## src/rtl/sevenseg_scan_driver_pkg.sv

```systemverilog
// Shared 7-segment encodings and polarity helpers for every display driver in the stopwatch/timer family.
// Segment vectors are always {g,f,e,d,c,b,a}, so bit 0 is segment a.
package sevenseg_scan_driver_pkg;

    localparam int SEG_W     = 7;
    localparam int NUM_DIGITS = 4;

    localparam int SEG_A_BIT = 0;
    localparam int SEG_B_BIT = 1;
    localparam int SEG_C_BIT = 2;
    localparam int SEG_D_BIT = 3;
    localparam int SEG_E_BIT = 4;
    localparam int SEG_F_BIT = 5;
    localparam int SEG_G_BIT = 6;

    typedef logic [SEG_W-1:0]      seg_t;
    typedef logic [NUM_DIGITS-1:0] an_t;
    typedef logic [3:0]            bcd_t;

    // Active-high decode constants
    localparam seg_t SEG_0    = 7'b0111111;
    localparam seg_t SEG_1    = 7'b0000110;
    localparam seg_t SEG_2    = 7'b1011011;
    localparam seg_t SEG_3    = 7'b1001111;
    localparam seg_t SEG_4    = 7'b1100110;
    localparam seg_t SEG_5    = 7'b1101101;
    localparam seg_t SEG_6    = 7'b1111101;
    localparam seg_t SEG_7    = 7'b0000111;
    localparam seg_t SEG_8    = 7'b1111111;
    localparam seg_t SEG_9    = 7'b1101111;
    localparam seg_t SEG_DASH = 7'b1000000;
    localparam seg_t SEG_OFF  = 7'b0000000;
    localparam an_t  AN_OFF   = 4'b0000;

    // One bundle of display pins in logical (active-high) sense
    typedef struct packed {
        an_t  an;
        seg_t seg;
        logic dp;
    } disp_t;

    localparam disp_t DISP_OFF = '{an: AN_OFF, seg: SEG_OFF, dp: 1'b0};

    // Map logical levels onto the physical pin polarity
    function automatic disp_t disp_to_pins(input disp_t logical, input bit active_low);
        disp_t pins;
        pins = active_low ? ~logical : logical;
        return pins;
    endfunction

endpackage

```

## src/rtl/sevenseg_scan_driver_bcd_to_sevenseg.sv

```systemverilog
// Combinational BCD to 7-segment decoder, active-high {g..a}.
// Non-BCD codes 10..15 show a dash so a corrupted digit is visible rather than silently wrong.
module bcd_to_sevenseg
    import sevenseg_scan_driver_pkg::*;
(
    input  logic [3:0] bcd_i,
    output logic [6:0] seg_o
);

    always_comb begin
        seg_o = SEG_DASH;
        case (bcd_i)
            4'd0:    seg_o = SEG_0;
            4'd1:    seg_o = SEG_1;
            4'd2:    seg_o = SEG_2;
            4'd3:    seg_o = SEG_3;
            4'd4:    seg_o = SEG_4;
            4'd5:    seg_o = SEG_5;
            4'd6:    seg_o = SEG_6;
            4'd7:    seg_o = SEG_7;
            4'd8:    seg_o = SEG_8;
            4'd9:    seg_o = SEG_9;
            default: seg_o = SEG_DASH;
        endcase
    end

endmodule

```

## src/rtl/sevenseg_scan_driver.sv

```systemverilog
// Time-multiplexed 4-digit 7-segment driver with per-frame digit snapshot, leading-zero blanking,
// decimal points, anti-ghost guard time and whole-display blink. All outputs are registered.
module sevenseg_scan_driver
    import sevenseg_scan_driver_pkg::*;
#(
    parameter int REFRESH_DIV  = 100000,
    parameter int GUARD_CYCLES = 2,
    parameter int BLINK_FRAMES = 125,
    parameter bit ACTIVE_LOW   = 1'b1
) (
    input  logic       clk,
    input  logic       reset,
    input  logic [3:0] dig3_i,
    input  logic [3:0] dig2_i,
    input  logic [3:0] dig1_i,
    input  logic [3:0] dig0_i,
    input  logic [3:0] dp_mask_i,
    input  logic       blank_lz_i,
    input  logic       blink_i,
    output logic [3:0] an_o,
    output logic [6:0] seg_o,
    output logic       dp_o,
    output logic       frame_done_o
);

    localparam int PC_W = (REFRESH_DIV > 1) ? $clog2(REFRESH_DIV) : 1;
    localparam int FC_W = (BLINK_FRAMES > 1) ? $clog2(BLINK_FRAMES) : 1;
    localparam logic [PC_W-1:0] PC_LAST  = PC_W'(REFRESH_DIV - 1);
    localparam logic [PC_W-1:0] PC_GUARD = PC_W'(GUARD_CYCLES);
    localparam logic [FC_W-1:0] FC_LAST  = FC_W'(BLINK_FRAMES - 1);
    localparam disp_t PINS_OFF = disp_to_pins(DISP_OFF, ACTIVE_LOW);

    logic [PC_W-1:0]       pc_q, pc_d;
    logic [1:0]            idx_q, idx_d;
    logic [3:0][3:0]       snap_q, snap_d;
    logic [3:0]            snap_dp_q, snap_dp_d;
    logic [FC_W-1:0]       fc_q, fc_d;
    logic                  bph_q, bph_d;
    disp_t                 pins_q, pins_d;
    logic                  frame_done_q, frame_done_d;

    logic [3:0][3:0]       dig_in;
    logic [3:0]            blank;
    logic                  slot_end;
    logic                  frame_end;
    logic                  show;
    seg_t                  seg_dec;
    disp_t                 logical;

    assign dig_in    = {dig3_i, dig2_i, dig1_i, dig0_i};
    assign slot_end  = (pc_q == PC_LAST);
    assign frame_end = slot_end && (idx_q == 2'd3);

    // Leading-zero blanking ripples right from the leftmost digit; digit 0 always shows.
    assign blank[3] = blank_lz_i && (snap_q[3] == 4'd0);
    assign blank[0] = 1'b0;
    generate
        for (genvar gi = 1; gi < 3; gi++) begin : g_blank
            assign blank[gi] = blank[gi+1] && (snap_q[gi] == 4'd0);
        end
    endgenerate

    bcd_to_sevenseg u_decode (
        .bcd_i (snap_q[idx_q]),
        .seg_o (seg_dec)
    );

    // Scan counters, per-frame snapshot and blink phase
    always_comb begin
        pc_d         = pc_q + PC_W'(1);
        idx_d        = idx_q;
        snap_d       = snap_q;
        snap_dp_d    = snap_dp_q;
        fc_d         = fc_q;
        bph_d        = bph_q;
        frame_done_d = 1'b0;
        if (slot_end) begin
            pc_d  = '0;
            idx_d = idx_q + 2'd1;
        end
        if (frame_end) begin
            snap_d       = dig_in;
            snap_dp_d    = dp_mask_i;
            frame_done_d = 1'b1;
            if (fc_q == FC_LAST) begin
                fc_d  = '0;
                bph_d = ~bph_q;
            end else begin
                fc_d = fc_q + FC_W'(1);
            end
        end
    end

    // Display pins for the current slot; segments are also dark whenever the anodes are
    always_comb begin
        show    = (pc_q >= PC_GUARD) && !blank[idx_q] && !(blink_i && bph_q);
        logical = DISP_OFF;
        if (show) begin
            logical.an  = an_t'(4'b0001 << idx_q);
            logical.seg = seg_dec;
            logical.dp  = snap_dp_q[idx_q];
        end
        pins_d = disp_to_pins(logical, ACTIVE_LOW);
    end

    always_ff @(posedge clk) begin
        if (reset) begin
            pc_q         <= '0;
            idx_q        <= '0;
            snap_q       <= '0;
            snap_dp_q    <= '0;
            fc_q         <= '0;
            bph_q        <= 1'b0;
            pins_q       <= PINS_OFF;
            frame_done_q <= 1'b0;
        end else begin
            pc_q         <= pc_d;
            idx_q        <= idx_d;
            snap_q       <= snap_d;
            snap_dp_q    <= snap_dp_d;
            fc_q         <= fc_d;
            bph_q        <= bph_d;
            pins_q       <= pins_d;
            frame_done_q <= frame_done_d;
        end
    end

    assign an_o         = pins_q.an;
    assign seg_o        = pins_q.seg;
    assign dp_o         = pins_q.dp;
    assign frame_done_o = frame_done_q;

endmodule

```

## config.mk

```make
export PLATFORM = sky130hd
export DESIGN_NAME = sevenseg_scan_driver
export DESIGN_NICKNAME = d
export VERILOG_FILES = /design/src/rtl/sevenseg_scan_driver_pkg.sv /design/src/rtl/sevenseg_scan_driver_bcd_to_sevenseg.sv /design/src/rtl/sevenseg_scan_driver.sv
export SDC_FILE = /design/constraint.sdc
export NUM_CORES = 1
export LEC_CHECK = 0
export ABC_AREA = 1
export CAP_MARGIN = 40
export CORE_ASPECT_RATIO = 0.7
export CORE_UTILIZATION = 55
export DETAILED_ROUTE_END_ITERATION = 7
export PLACE_DENSITY = 0.81
export SLEW_MARGIN = 30
export SYNTH_ARGS = -nofsm -noshare
export SYNTH_HDL_FRONTEND = slang
export SYNTH_SLANG_ARGS = --single-unit
```

## constraint.sdc

```tcl
create_clock -name clk -period 2.3 [get_ports clk]
set_input_delay 0.69 -clock clk [delete_from_list [all_inputs] [get_ports clk]]
set_output_delay 0.69 -clock clk [all_outputs]
set_load 0.05 [all_outputs]
```

[Yosys cells after proc, flatten, opt, wreduce, memory -nomap -nowiden]
Memory sizes are Yosys's and may differ from the RTL's.
Cells that the tools add are included.
Storage, ports and cells
  bits in registers: 60
  latch bits: 0
  memory bits (writable): 0
  ROM bits: 112
  bits of input ports: 24
  memories: 1
Operators by class
  add/subtract/negate cells: 3
  multiply operators: 0
  div/mod/pow operators: 0
  magnitude comparators: 2
  equality and inequality tests: 3
  shift-type cells: 1
  mux-type cells: 9
  bitwise gates (word level): 2
  reductions and logical operators: 14
Memory list
  (name not given): depth 16, width 7, rd ports 1, clocked after Yosys merged registers in 0, write ports 0, line sevenseg_scan_driver_bcd_to_sevenseg.sv:12  | case (bcd_i)
Operator list (count)
  $add A17 B1 Y17 const B: 1
  $eq A17 B17 Y1 const B: 1
  $ge A17 B2 Y1 const B: 1
  $logic_not A4 Y1: 3
  $mux W12: 1
  $not A12 Y12: 1
  $bmux W4 S2: 1
  $add A7 B1 Y7 const B: 1
  $eq A7 B7 Y1 const B: 1
  $logic_and A1 B1 Y1: 7
  $mux W7: 1
  $bmux W1 S2: 2
  $mux W4: 1
  $shl A1 B2 Y4 const A: 1
  $lt A2 B3 Y1 const B: 1
  $mux W1: 3
  $add A2 B1 Y2 const B: 1
  $eq A2 B2 Y1 const B: 1
  $logic_not A1 Y1: 2
  $reduce_and A2 Y1: 1
  $reduce_or A2 Y1: 1
  $not A1 Y1: 1

[Depth between registers and ports, before layout]
Gate-level depths: netlist (run 1).
  word-level depth: 11
  gate-level depth with buffers: 10

[Modules after synthesis]
A second synthesis (run 1) with hierarchy kept.
Unflattened totals
  cells, all modules: 462
  area total of the unflattened synthesis: 3168.0 µm²
Modules (own cells, without submodules)
  sevenseg_scan_driver: instances 1, cells an instance 426, area an instance 2975.4 µm², sequential area each 1201.2 µm²
  bcd_to_sevenseg: instances 1, cells an instance 36, area an instance 192.7 µm², sequential area each 0.0 µm²

[Worst setup path before layout (run 1)]
Ideal clock, no wire load.
  path kind: flip-flop to flip-flop
  from: register idx_q[0]
  to: register pins_q, in the netlist seg_o[3]
  setup time: 0.133 ns
  arrival time: 1.566 ns
  required time: 2.167 ns
  setup slack: 0.601 ns
  cell stages (with the launch flop): 10
  path buffers: 2
  path through: dfxtp_1 > buf_2 > buf_2 > nand2_1 > a32oi_1 > inv_1 > ha_1 > nand2_1 > nand3_1 > nand3_1
On the way
  word-level cells in the longest chain between the ends: 7
  elaborated cells on any way between the ends: 10
  those cells by class: mux (5); bitwise (1); reduce/logical (3); memory (1)
Ends and longest elaborated chain
  start, declared: line sevenseg_scan_driver.sv:34  | logic [1:0] idx_q, idx_d;
  start signal, assigned: line sevenseg_scan_driver.sv:118  | idx_q <= idx_d;
  branches (longest 5 deep; another with $mem_v2 Z16 W7)
  $mux W12 *: line sevenseg_scan_driver.sv:98  | if (show) begin
  $not A12 Y12 *: line sevenseg_scan_driver_pkg.sv:47  | pins = active_low ? ~logical : logical;
  end signal, assigned: line sevenseg_scan_driver.sv:123  | pins_q <= pins_d;
  end, declared: line sevenseg_scan_driver.sv:39  | disp_t pins_q, pins_d;
Mark *: on every way between the ends. The select of a mux whose other input is x is not followed.
A chain may end at the register's enable or synchronous reset.

[Worst setup path after layout (run 1)]
  from: register pins_q, in the netlist an_o[2]
  to: output port an_o[2]
RTL lines
  end, declared: line sevenseg_scan_driver.sv:20  | output logic [3:0] an_o,
No word-level cell between the ends.

==> flow_summary.ini, run 1 <==
[run_status]
status = finished clean

[hold_path]
min_to = snap_dp_q[2]
hold_class = flip-flop to flip-flop
worstHoldStart = snap_dp_q[2]
min_path_cells = 2

[placement]
pre_cts_slack_ps = 162
dpl_cell_area_um2 = 3420
place.gp.congestion = 0.957
hpwl_um = 4900
placed_cells = 531
io_buffers = 36

[clock_tree]
cts_buffers = 9
cts_resized = 0
htree_levels = 3
clock_path_buffers = 2
root_buffer = clkbuf_8
cts_tree = built
cts_sinks = 60
clkSlewWorstSetupHoldPaths_ps = 70
cts_hold_buffers = 0
clk-insertion-delay-late_ps = 340
cts_setup_buffers = 0

[flow_run]
max-cap-violations = 0

[die]
rows = 22
initial_core_util = 0.575
die_x_um = 90.6
io_pins = 37
dieArea_um2 = 5800
core_um2 = 5260
die_h_um = 64.0

[setup_path]
r2r_cells = 7
arrival_ps = 1470
critical_path_required_ps = 1610
cp-startpoint = an_o[2]
cpPeakStageDelay_ps = 800
path_cells = clkdlybuf4s50_1
crit_fanout = 1
cp_num_buf_inv = 1
r2r-start = idx_q[1]
critPathLaunchType = flip-flop
reg2reg_to = seg_o[3]
cp_top_family = buffers and inverters
rrSetupSlack_ps = 280
critical_path.endpoint_type = primary output
path_class = flip-flop to primary output
cp_slowest_cell = clkdlybuf4s50_1

[power]
power.total_w = 0.00220
p_sw_w = 0.000516
p_sw_frac = 0.235
combPwrFrac = 0.075
p_leak_nw = 1.31
ir_worst_vdd_mv = 0.345
p_clk_frac = 0.441
powerDensity_nw_per_um2 = 607
p_int_w = 0.00168
pwr-share-seq = 0.484

[global_route]
grt_pass1_vias = 2533
grt_max_degree = 30
antenna_found_initial = 0
grt_pass1_wl_um = 12000
overflow = 0
grt_usage = 0.262

[detailed_routing]
drt-initial-drc-count = 210
ant_nets = 0
num_vias = 2841
wl_um = 6750
first_pass_iters = 5
drc_errors = 0
via_per_inst = 5.19
wl_per_cell_um = 12.3

[timing]
rsz0062_at_grt = false
max_freq_mhz = 462
clock_skew_ps = 11.3
post-route-min-period_ps = 2160
setup_violations = 0
tightest_slew_ps = 629
timing.final.crit_share = 0.940
relSlewSlack = 0.579
hold_viol = 0
fin_ws_ps = 138
setup_tns_ps = 0
finalMaxSlewViolations = 0

[final_layout]
area_growth_pct = 20.0
drive_above_1_share = 0.0821
diodes = 0
design_area_um2 = 3620
fin_nets = 507
fin_cells = 547

[synth]
ys_async_sr_fraction = 0
synthDominantCellAreaShare = 0.398
yosysWarnings = 0
netlist_instances = 430
ys.flop_type = dfxtp_1
syn-cell-area_um2 = 3020
synth-edff-count = 0
yosysTopAreaCell = dfxtp_1
yosysUniqueCellTypes = 35
synth_fp_nets = 467
synth_seq_cells = 60
yosysSeqAreaShare = 0.398
synthTopCellsByArea = dfxtp_1 (40%), nand2_1 (16%), a21oi_1 (7.1%)
syn_area_per_cell_um2 = 7.03
## registers in the layout, summed over array words and instances (netlist names)
signal	cells
snap_dp_q	4
snap_q	16
fc_q	7
an_o	4
dp_o	1
bph_q	1
pc_q	17
seg_o	7
frame_done_o	1
idx_q	2
## power by group through the flow
stage | registers, W | clock network [W] | logic, W
detailed placement | 0.00109 | 0 | 0.000165
global placement | 0.00109 | 0 | 0.000163
finish | 0.00107 | 0.000970 | 0.000164
CTS | 0.00107 | 0.000981 | 0.000165
floorplan | 0.00114 | 0 | 0.0000400
global route | 0.00107 | 0.00103 | 0.000177
## tightest hold or removal path, delay by kind of cell (launching register included)
| family | cells | cell delay, ps |
|---|---|---|
| AOI/OAI and AO/OA | 1 | 50 |
| DFF | 1 | 310 |
| and+or+nand+nor | 1 | 60 |
## worst max-delay path by stage
stage,endpoint,slack (ps),cells past startpoint
after floorplan,seg_o[3],600,9
after global placement,seg_o[1],160,5
after detailed placement,seg_o[1],160,5
final,an_o[2],140,1
after CTS,an_o[2],120,1
after global routing,seg_o[3],90,7
## Yosys cell counts, types with 3 or more instances
library cell / number
buf_6: 4
nor2_2: 5
a21oi_1: 43
nand2_1: 128
nor3_1: 7
nand2_2: 4
dfxtp_1: 60
nand3_1: 28
inv_1: 36
nand4_1: 6
o21ai_0: 12
nor3b_1: 3
nor2_1: 50
buf_2: 3
xor2_1: 4
ha_1: 13
or2_2: 3
## stage by stage
step | utilization | hold WS (ps)
after floorplan | - | 430
after global placement | 0.651 | 443
after detailed placement | 0.651 | 454
after CTS | 0.689 | 467
after global routing | 0.689 | 496
final | 0.689 | 466
## logic make-up after synthesis
logic type	share of synthesized area
buf+inv	0.0828
simple gates	0.345
flops	0.398
xor+xnor	0.0145
compound gates	0.106
fa+ha+maj	0.0538
## metal layers
layer	up-vias	routed length (um)	track usage	part of all wire
met3	8	478	0.0714	0.071
met1	1280	3450	0.379	0.51
met5	-	0	0	0
li1	1456	-	-	-
met4	0	74	0.0847	0.011
met2	97	2750	0.373	0.41
## cell type report
| class | instances | area [um2] |
|---|---|---|
| clock buffer | 12 | 155 |
| inverter | 38 | 143 |
| multi-input combinational | 319 | 1570 |
| fill | 450 | 1630 |
| timing repair buffer | 42 | 418 |
| clock inverter | 4 | 47.5 |
| tap | 72 | 90.1 |
| sequential | 60 | 1200 |
## cells in the final DEF (no fill, tap or decap), drive strengths merged, types with 2 or more instances in the layout
| cell | netlist | routed |
|---|---|---|
| o211ai | 2 | 2 |
| or2 | 3 | 3 |
| nand3 | 30 | 30 |
| clkbuf | 2 | 12 |
| buf | 8 | 6 |
| nand2 | 132 | 132 |
| ha | 13 | 13 |
| nor2 | 56 | 56 |
| inv | 37 | 37 |
| a21oi | 43 | 43 |
| nand4 | 6 | 6 |
| clkinv | 1 | 3 |
| nor3b | 3 | 3 |
| nor3 | 9 | 9 |
| xor2 | 4 | 4 |
| clkdlybuf4s50 | 0 | 36 |
| o21ai | 12 | 12 |
| dfxtp | 60 | 60 |
Power figures use the tool's default switching activity.
==> run 2, diff against run 1 <==
- CELL_PAD_IN_SITES_DETAIL_PLACEMENT: unset -> 0
- CELL_PAD_IN_SITES_GLOBAL_PLACEMENT: unset -> 2
- CORE_UTILIZATION: 55 -> 31
==> run 2 against run 1 <==
- final area rose by 5.5%
- sequential share of layout area fell by 1.7 points
- clock power rose by 64%
- utilization fell by 28 points
- non-clock buffer count did not move
- total power rose by 28%
- via count fell by 3.3%
- clock skew fell by 2.7 ps
- critical path type unchanged
- critical endpoint is now an_o[0]
- largest power group is now clock
==> flow_summary.ini, run 2 (synthesized netlist as in run 1, its figures left out) <==
[clock_tree]
htree_levels = 3
clock_path_buffers = 2
clkSlewWorstSetupHoldPaths_ps = 60
root_buffer = clkbuf_16
cts_setup_buffers = 0
cts_resized = 0
cts_buffers = 9
clk-insertion-delay-late_ps = 330
cts_hold_buffers = 0
cts_tree = built
cts_sinks = 60

[setup_path]
critical_path_required_ps = 1610
cp_slowest_cell = clkdlybuf4s50_1
critPathLaunchType = flip-flop
cp_num_buf_inv = 1
crit_fanout = 1
path_cells = clkdlybuf4s50_1
arrival_ps = 1450
critical_path.endpoint_type = primary output
cp_top_family = buffers and inverters
path_class = flip-flop to primary output
cpPeakStageDelay_ps = 810

[detailed_routing]
num_vias = 2748
via_per_inst = 4.59
ant_nets = 0
drt-initial-drc-count = 185
first_pass_iters = 5
drc_errors = 0
wl_um = 7570
wl_per_cell_um = 12.6

[final_layout]
diodes = 0
area_growth_pct = 26.6
largest-register = pc_q
fill_cells = 983
layout_commonest_cell = nand2_1
fin_nets = 507
final_cell_mix = nand2_1 (128), dfxtp_1 (60), nor2_1 (50)
largest_reg_flops = 17
post-route-util = 0.413
design_area_um2 = 3820
largest_registers = pc_q: 17 flops, snap_q: 16 flops
drive_above_1_share = 0.0842

[power]
p_sw_frac = 0.215
pwr-share-seq = 0.378
ir_worst_vdd_mv = 0.377
combPwrFrac = 0.059
powerDensity_nw_per_um2 = 738
p_clk_frac = 0.562
p_leak_nw = 1.37
p_int_w = 0.00222
p_sw_w = 0.000606

[die]
initial_core_util = 0.327
rows = 29
die_h_um = 84.6
die_x_um = 120
io_pins = 37
dieArea_um2 = 10200
core_um2 = 9250

[placement]
io_buffers = 36
hpwl_um = 5550
dpl_cell_area_um2 = 3470
pre_cts_slack_ps = 78.3
place.gp.congestion = 0.866

[timing]
relSlewSlack = 0.546
rsz0062_at_grt = false
setup_violations = 0
timing.final.crit_share = 0.932
post-route-min-period_ps = 2140
fin_ws_ps = 157
clock_skew_ps = 8.61
max_freq_mhz = 467
hold_viol = 0
finalMaxSlewViolations = 0
tightest_slew_ps = 679
setup_tns_ps = 0

[global_route]
overflow = 0
grt_pass1_vias = 2543
grt_max_degree = 30
grt_pass1_wl_um = 12900
grt_usage = 0.165
antenna_found_initial = 0

[run_status]
status = finished clean

[flow_run]
max-cap-violations = 0

[hold_path]
hold_class = flip-flop to flip-flop
==> run 2: metal layers <==
| metal | vias up | part of all wire | GRT usage |
|---|---|---|---|
| li1 | 1465 | - | - |
| met1 | 1230 | 0.59 | 0.256 |
| met2 | 48 | 0.36 | 0.205 |
| met3 | 5 | 0.046 | 0.0611 |
| met4 | 0 | 0.0079 | 0.0443 |
| met5 | - | 0 | 0 |
==> run 2: through the flow <==
step | instances | power [W] | hold WS, ps
final | 599 | 0.00282 | 464
after global routing | 599 | 0.00292 | 486
after floorplan | 430 | 0.00118 | 430
after global placement | 583 | 0.00126 | 442
after detailed placement | 583 | 0.00126 | 458
after CTS | 599 | 0.00285 | 467
==> run 2: final cells by class <==
cell class              instances  area (um2)  share of cell area
inverters                      38         143              0.0373
clock inverters                 6         111              0.0291
repair buffers                 42         405               0.106
flip-flops and latches         60        1200               0.314
clock buffers                  10         239              0.0625
multi-input cells             319        1570               0.411
well taps                     124         155              0.0406
==> run 2: path summary, 6_finish.rpt <==
path,startpoint,endpoint,slack [ps],cells past startpoint
max reg2reg,idx_q[0],seg_o[3],230,7
min reg2reg,snap_q[7],snap_q[7],460,2
max,an_o[0],an_o[0],160,1
min,snap_q[7],snap_q[7],460,2
==> run 2: power groups by stage <==
stage / Combinational (W) / Clock [W] / Sequential (W)
6_report: 0.000167 / 0.00159 / 0.00107
5_1_grt: 0.000180 / 0.00167 / 0.00107
4_1_cts: 0.000169 / 0.00161 / 0.00107
3_5_place_dp: 0.000169 / 0 / 0.00109
3_3_place_gp: 0.000167 / 0 / 0.00109
2_1_floorplan: 0.0000400 / 0 / 0.00114
==> run 3, diff against run 2 <==
- CORE_MARGIN: unset -> 5
- RECOVER_POWER: unset -> 25
==> run 3 against run 2 <==
- clock-buffer cell count stayed put
- final cell count rose by 0.33%
- combinational power barely moved
- highest routed layer unchanged
- maximum frequency down 0.12%
- utilization shrank 1.7 points
- first-iteration DRC count decreased by 9.7%
- critical endpoint is now an_o[1]
- sequential power is essentially flat
- clock power barely moved
- register-to-register slack improved by 40 ps
- global-route usage decreased by 3.0 points
==> flow_summary.ini, run 3 (synthesized netlist as in run 1, its figures left out) <==
[run_status]
status = finished clean

[timing]
timing.final.crit_share = 0.933
rsz0062_at_grt = false
relSlewSlack = 0.533
setup_tns_ps = 0
finalMaxSlewViolations = 0
tightest_slew_ps = 698
setup_violations = 0
clock_skew_ps = 4.32
fin_ws_ps = 155
post-route-min-period_ps = 2150
max_freq_mhz = 466
hold_viol = 0

[setup_path]
cpPeakStageDelay_ps = 810
path_cells = clkdlybuf4s50_1
crit_fanout = 1
path_class = flip-flop to primary output
rrSetupSlack_ps = 270
cp_num_buf_inv = 1
critPathLaunchType = flip-flop
arrival_ps = 1460
cp_top_family = buffers and inverters
critical_path.endpoint_type = primary output
critical_path_required_ps = 1610
cp_slowest_cell = clkdlybuf4s50_1

[final_layout]
layout_commonest_cell = nand2_1
area_growth_pct = 26.1
fin_nets = 505
post-route-util = 0.396
drive_above_1_share = 0.0761
diodes = 0
design_area_um2 = 3810
largest_reg_flops = 17
largest-register = pc_q
largest_registers = pc_q: 17 flops, snap_q: 16 flops
final_cell_mix = nand2_1 (129), dfxtp_1 (60), nor2_1 (51)

[detailed_routing]
first_pass_iters = 4
drc_errors = 0
wl_um = 7710
ant_nets = 0
wl_per_cell_um = 12.8
drt-initial-drc-count = 167
via_per_inst = 4.52
num_vias = 2719

[die]
io_pins = 37
initial_core_util = 0.314
dieArea_um2 = 11900
die_h_um = 92.6
rows = 30
core_um2 = 9610
die_x_um = 128

[clock_tree]
clkSlewWorstSetupHoldPaths_ps = 60
htree_levels = 3
root_buffer = clkbuf_16
cts_tree = built
cts_sinks = 60
clock_path_buffers = 2
cts_hold_buffers = 0
clk-insertion-delay-late_ps = 330
cts_buffers = 9

[flow_run]
max-cap-violations = 0

[power]
powerDensity_nw_per_um2 = 736
ir_worst_vdd_mv = 0.305
p_leak_nw = 1.36
power.total_w = 0.00281

[placement]
dpl_cell_area_um2 = 3460
pre_cts_slack_ps = 64.4
io_buffers = 36
hpwl_um = 5750
place.gp.congestion = 0.853

[global_route]
grt_pass1_wl_um = 12800
antenna_found_initial = 0
grt_pass1_vias = 2526
grt_usage = 0.136
grt_max_degree = 30
overflow = 0

[hold_path]
hold_class = flip-flop to flip-flop
==> run 3: final timing paths <==
| check | startpoint | endpoint | cells past startpoint |
|---|---|---|---|
| hold reg to reg | snap_dp_q[0] | snap_dp_q[0] | 2 |
| hold / removal | snap_dp_q[0] | snap_dp_q[0] | 2 |
| setup / recovery | an_o[1] | an_o[1] | 1 |
| setup reg to reg | idx_q[0] | seg_o[3] | 8 |
==> run 3: final cells by class <==
cell class,count,area [um2]
inverter,38,143
clock inverter,6,111
clock buffer,10,239
fill,1048,5800
multi-input combinational,319,1570
sequential,60,1200
timing repair buffer,40,390
tap,128,160
==> run 3: stage by stage <==
step / hold WS (ps) / cells
after floorplan: 430 / 430
after global placement: 443 / 585
after detailed placement: 456 / 585
after CTS: 465 / 601
after global routing: 478 / 601
final: 464 / 601
==> run 3: per-layer routing <==
metal | vias to the layer above | wire [um] | GRT usage
met4 | 0 | 82 | 0.0398
met3 | 9 | 402 | 0.0467
met1 | 1204 | 4440 | 0.214
met2 | 49 | 2790 | 0.166
met5 | - | 0 | 0
li1 | 1457 | - | -
==> run 3: timing repair <==
action                     CTS  global route
gates resized for setup      0             1
buffers inserted             0             0
setup endpoints to repair    0             2
hold endpoints to repair     0             0
==> run 3: power by group <==
group	switching [W]	internal, W	leakage (nW)
logic	0.0000973	0.0000703	0.707
clock network	0.000484	0.00109	0.169
registers	0.00000829	0.00106	0.486
total	0.000590	0.00222	1.36
==> edit 1: new RTL, config.mk and constraints of run 3 <==
Change the parameter `BLINK_FRAMES` from 125 to 250.
--- a/src/rtl/sevenseg_scan_driver.sv
+++ b/src/rtl/sevenseg_scan_driver.sv
@@ -5,7 +5,7 @@
 #(
     parameter int REFRESH_DIV  = 100000,
     parameter int GUARD_CYCLES = 2,
-    parameter int BLINK_FRAMES = 125,
+    parameter int BLINK_FRAMES = 250,
     parameter bit ACTIVE_LOW   = 1'b1
 ) (
     input  logic       clk,
Behaviour: no difference found for any inputs over 10 cycles, from zero or initial values and one cycle with reset high; that may be too few to reach the edited logic, so the function may still have changed.
==> edit 1 against run 3 <==
Sequential cell count is 1 higher; worst setup slack got worse by 0.012 ns; routed wire length is 1.8% lower; critical endpoint is now an_o[3]; total power fell by 2.8%; critical path depth stayed put; design area up 4.6%; area after synthesis is 6.0% higher; highest routed layer unchanged.
==> edit 1: results (changes against run 3) <==
whs_endpoint: "snap_dp_q[2]"  # was snap_dp_q[0]
multi_input_area_share_pct: 42.6  # was 41.1%
placed_area_um2: 3690  # was 3460 µm²
ys_ff_latch: 61  # was 60
syn_nets: 476  # was 467
p_leak_nw: 1.47  # was 1.36 nW
startpoint: "an_o[3]"  # was an_o[1]
synthTopCellsByArea: "dfxtp_1, nand2_1, nor2_1"  # was dfxtp_1, nand2_1, a21oi_1
nFillCells: 1046  # was 1048
clock_buffer_count: 12  # was 10
peakVddDrop_mv: 0.321  # was 0.305 mV
buffer_area_share_pct: 10.3  # was 10.2%
wl_per_cell_um: 12.3  # was 12.8 µm
nNetsFinal: 516  # was 505
r2r_cells: 10  # was 8
status: "complete, no violations"  # unchanged
die_x_um: 131  # was 128 µm
drive_gt1_share_pct: 16.3  # was 7.61%
dp_slack_ns: -0.0339  # was 0.0644 ns
synth_commonest_cells: "nand2_1, dfxtp_1, nor2_1, inv_1, nand3_1"  # was nand2_1, dfxtp_1, nor2_1, a21oi_1, inv_1
buffers: 42  # was 40
r2r_start: "pc_q[1]"  # was idx_q[0]
wl_mm: 7.58  # was 7.71 mm
grt_first_pass_wirelength_mm: 13.2  # was 12.8 mm
place_hpwl_mm: 5.61  # was 5.75 mm
r2r_setup_slack_ns: 0.31  # was 0.27 ns
holdWs_ns: 0.466  # was 0.464 ns
yosysSeqAreaShare_pct: 38.1  # was 39.8%
routabilityCongestion: 0.828  # was 0.853
inv_count: 43  # was 38
dr_total_vias: 2745  # was 2719
grt_max_degree: 29  # was 30
regArea_um2: 1220  # was 1200 µm²
dp_cells: 600  # was 585
syn2layout_area_growth_pct: 24.5  # was 26.1%
r2r-end: "snap_q[0]"  # was seg_o[3]
slew-limit-headroom_pct: 51.5  # was 53.3%
avgSynthCellArea_um2: 7.30  # was 7.03 µm²
fin_ws_ns: 0.143  # was 0.155 ns
min_from: "snap_dp_q[2]"  # was snap_dp_q[0]
[edit 1: routing by layer]
layer	share of wire, %	vias up	global-route usage [%]
met5	0	-	0
met2	39	50	19.2
met3	5.0	11	3.96
li1	-	1480	-
met1	54	1204	18.1
met4	1.9	0	4.79
[edit 1: kinds of logic (layout without fill, tap and decap cells)]
family | Yosys count | after routing | synth area share (%)
AO/OA/AOI/OAI | 60 | 60 | 12.5
AND/OR/NAND/NOR | 243 | 243 | 34.8
buffers and inverters | 56 | 101 | 7.89
XOR/XNOR | 6 | 6 | 1.64
flip-flops | 61 | 61 | 38.1
adder cells (fa/ha/maj) | 13 | 13 | 5.08
[edit 1: power by group through the flow]
stage / combinational [W] / sequential (W) / clock, W
after detailed placement: 0.000175 / 0.00111 / 0
after global placement: 0.000174 / 0.00111 / 0
after global routing: 0.000185 / 0.00109 / 0.00156
after CTS: 0.000175 / 0.00109 / 0.00151
after floorplan: 0.0000410 / 0.00116 / 0
final: 0.000171 / 0.00109 / 0.00147
==> edit 2: new RTL, config.mk and constraints of run 3 <==
Made on the original files. Reset style: asynchronous (`reset`), changed in one clocked block.
--- a/src/rtl/sevenseg_scan_driver.sv
+++ b/src/rtl/sevenseg_scan_driver.sv
@@ -103,7 +103,7 @@
         pins_d = disp_to_pins(logical, ACTIVE_LOW);
     end
 
-    always_ff @(posedge clk) begin
+    always_ff @(posedge clk or posedge reset) begin
         if (reset) begin
             pc_q         <= '0;
             idx_q        <= '0;
Behaviour: differs if reset is asserted again (counterexample within 4 cycles, from zero or initial values and one cycle with reset high); with reset held inactive, the same outputs for 10 cycles.
==> edit 2 against run 3 <==
Design area rose by 8.1%; non-clock buffer count stayed put; routed wire length increased by 2.6%; area after synthesis up 9.3%; first-iteration DRC count is 16% lower; via count up 0.44%; sequential cell count stayed put; worst setup slack improved by 0.011 ns; largest cell class unchanged; sequential share of layout area increased by 5.3 points; maximum frequency rose by 0.51%.
Power is not compared: it rests on default switching activity, and its combinational part moved more than twofold at a synthesized area within 25%.
==> edit 2: results (changes against run 3) <==
cpPeakStageDelay_ns: 0.79  # was 0.81 ns
status: "complete, no violations"  # unchanged
max_freq_mhz: 469  # was 466 MHz
startpoint: "frame_done_o"  # was an_o[1]
hold_viol: 0  # unchanged
holdPathStages: 1  # was 2
syn_nets: 466  # was 467
cp.arrival_ns: 1.44  # was 1.46 ns
skew_ns: 0.00571  # was 0.00432 ns
wl_mm: 7.92  # was 7.71 mm
synthTopCellsByArea: "dfrtp_1, nand2_1, dfstp_2"  # was dfxtp_1, nand2_1, a21oi_1
drt_iter0_drc: 140  # was 167
r2r-end: "seg_o[3]"  # unchanged
place_hpwl_mm: 5.77  # was 5.75 mm
holdWs_ns: 0.459  # was 0.464 ns
r2r_start: "idx_q[0]"  # unchanged
yosysSeqAreaShare_pct: 45.9  # was 39.8%
cp-endpoint: "frame_done_o"  # was an_o[1]
grt_max_degree: 61  # was 30
async_flop_share_pct: 100  # was 0%
whs_endpoint: "pc_q[0]"  # was snap_dp_q[0]
r2r_setup_slack_ns: 0.23  # was 0.27 ns
dp_slack_ns: 0.0198  # was 0.0644 ns
dr_total_vias: 2731  # was 2719
r2r_cells: 10  # was 8
drive_gt1_share_pct: 15.7  # was 7.61%
synth_commonest_cells: "nand2_1, nor2_1, dfrtp_1, inv_1, nand3_1"  # was nand2_1, dfxtp_1, nor2_1, a21oi_1, inv_1
grt_first_pass_wirelength_mm: 13.6  # was 12.8 mm
slew-limit-headroom_pct: 44.2  # was 53.3%
routabilityCongestion: 0.819  # was 0.853
grtUsageTotal_pct: 13.6  # about the same
nNetsFinal: 510  # was 505
synth_cell_types: 33  # was 35
min_from: "pc_q[0]"  # was snap_dp_q[0]
## edit 2: area by class of cell
type / instances / area [µm²]
repair buffers: 40 / 360
clock inverters: 6 / 111
fillers: 1110 / 6280
well taps: 132 / 165
flip-flops and latches: 60 / 1520
multi-input cells: 314 / 1550
clock buffers: 10 / 239
inverters: 48 / 180
## edit 2: logic make-up (layout without fill, tap and decap cells)
kind of cell             count (synthesis)  count (layout)  synth area share [%]
buffers and inverters                   55             104                  7.27
AND/OR/NAND/NOR                        268             268                  35.6
XOR/XNOR                                10              10                  2.65
AO/OA/AOI/OAI                           23              23                  3.60
flip-flops                              60              60                  45.9
adder cells (fa/ha/maj)                 13              13                  4.92
## edit 2: worst register-to-register path: stages, from the launching register on
cell and delay (ns):
dfrtp_1 0.56, inv_2 0.20, nand2_1 0.06, a32oi_1 0.35, inv_1 0.15, ha_1 0.29, nand3_1 0.11, nand3_1 0.10
nand2_1 0.08, clkinv_1 0.06, nand2_1 0.05
## edit 2: layer usage
layer  vias to the layer above  track usage, %  part of all wire (%)
met5                         -               0                     0
met4                         0            4.02                   1.0
met3                        11            4.02                   6.1
met2                        61            19.1                    38
met1                      1255            19.9                    54
li1                       1404               -                     -
## edit 2: stage by stage
step / area [µm²] / std cells / total power, W / util, %
after floorplan: 3300 / 429 / 0.00109 / -
after global placement: 3770 / 593 / 0.00114 / 36.3
after detailed placement: 3770 / 593 / 0.00114 / 36.3
after CTS: 4120 / 609 / 0.00276 / 39.7
after global routing: 4120 / 610 / 0.00281 / 39.6
final: 4120 / 610 / 0.00270 / 39.6
## edit 2: report_power, final
part	total [W]	switching [W]	leakage, nW	internal [W]
logic	0.0000629	0.0000282	1.14	0.0000348
registers	0.00106	0	0.677	0.00106
clock network	0.00158	0.000497	0.169	0.00109
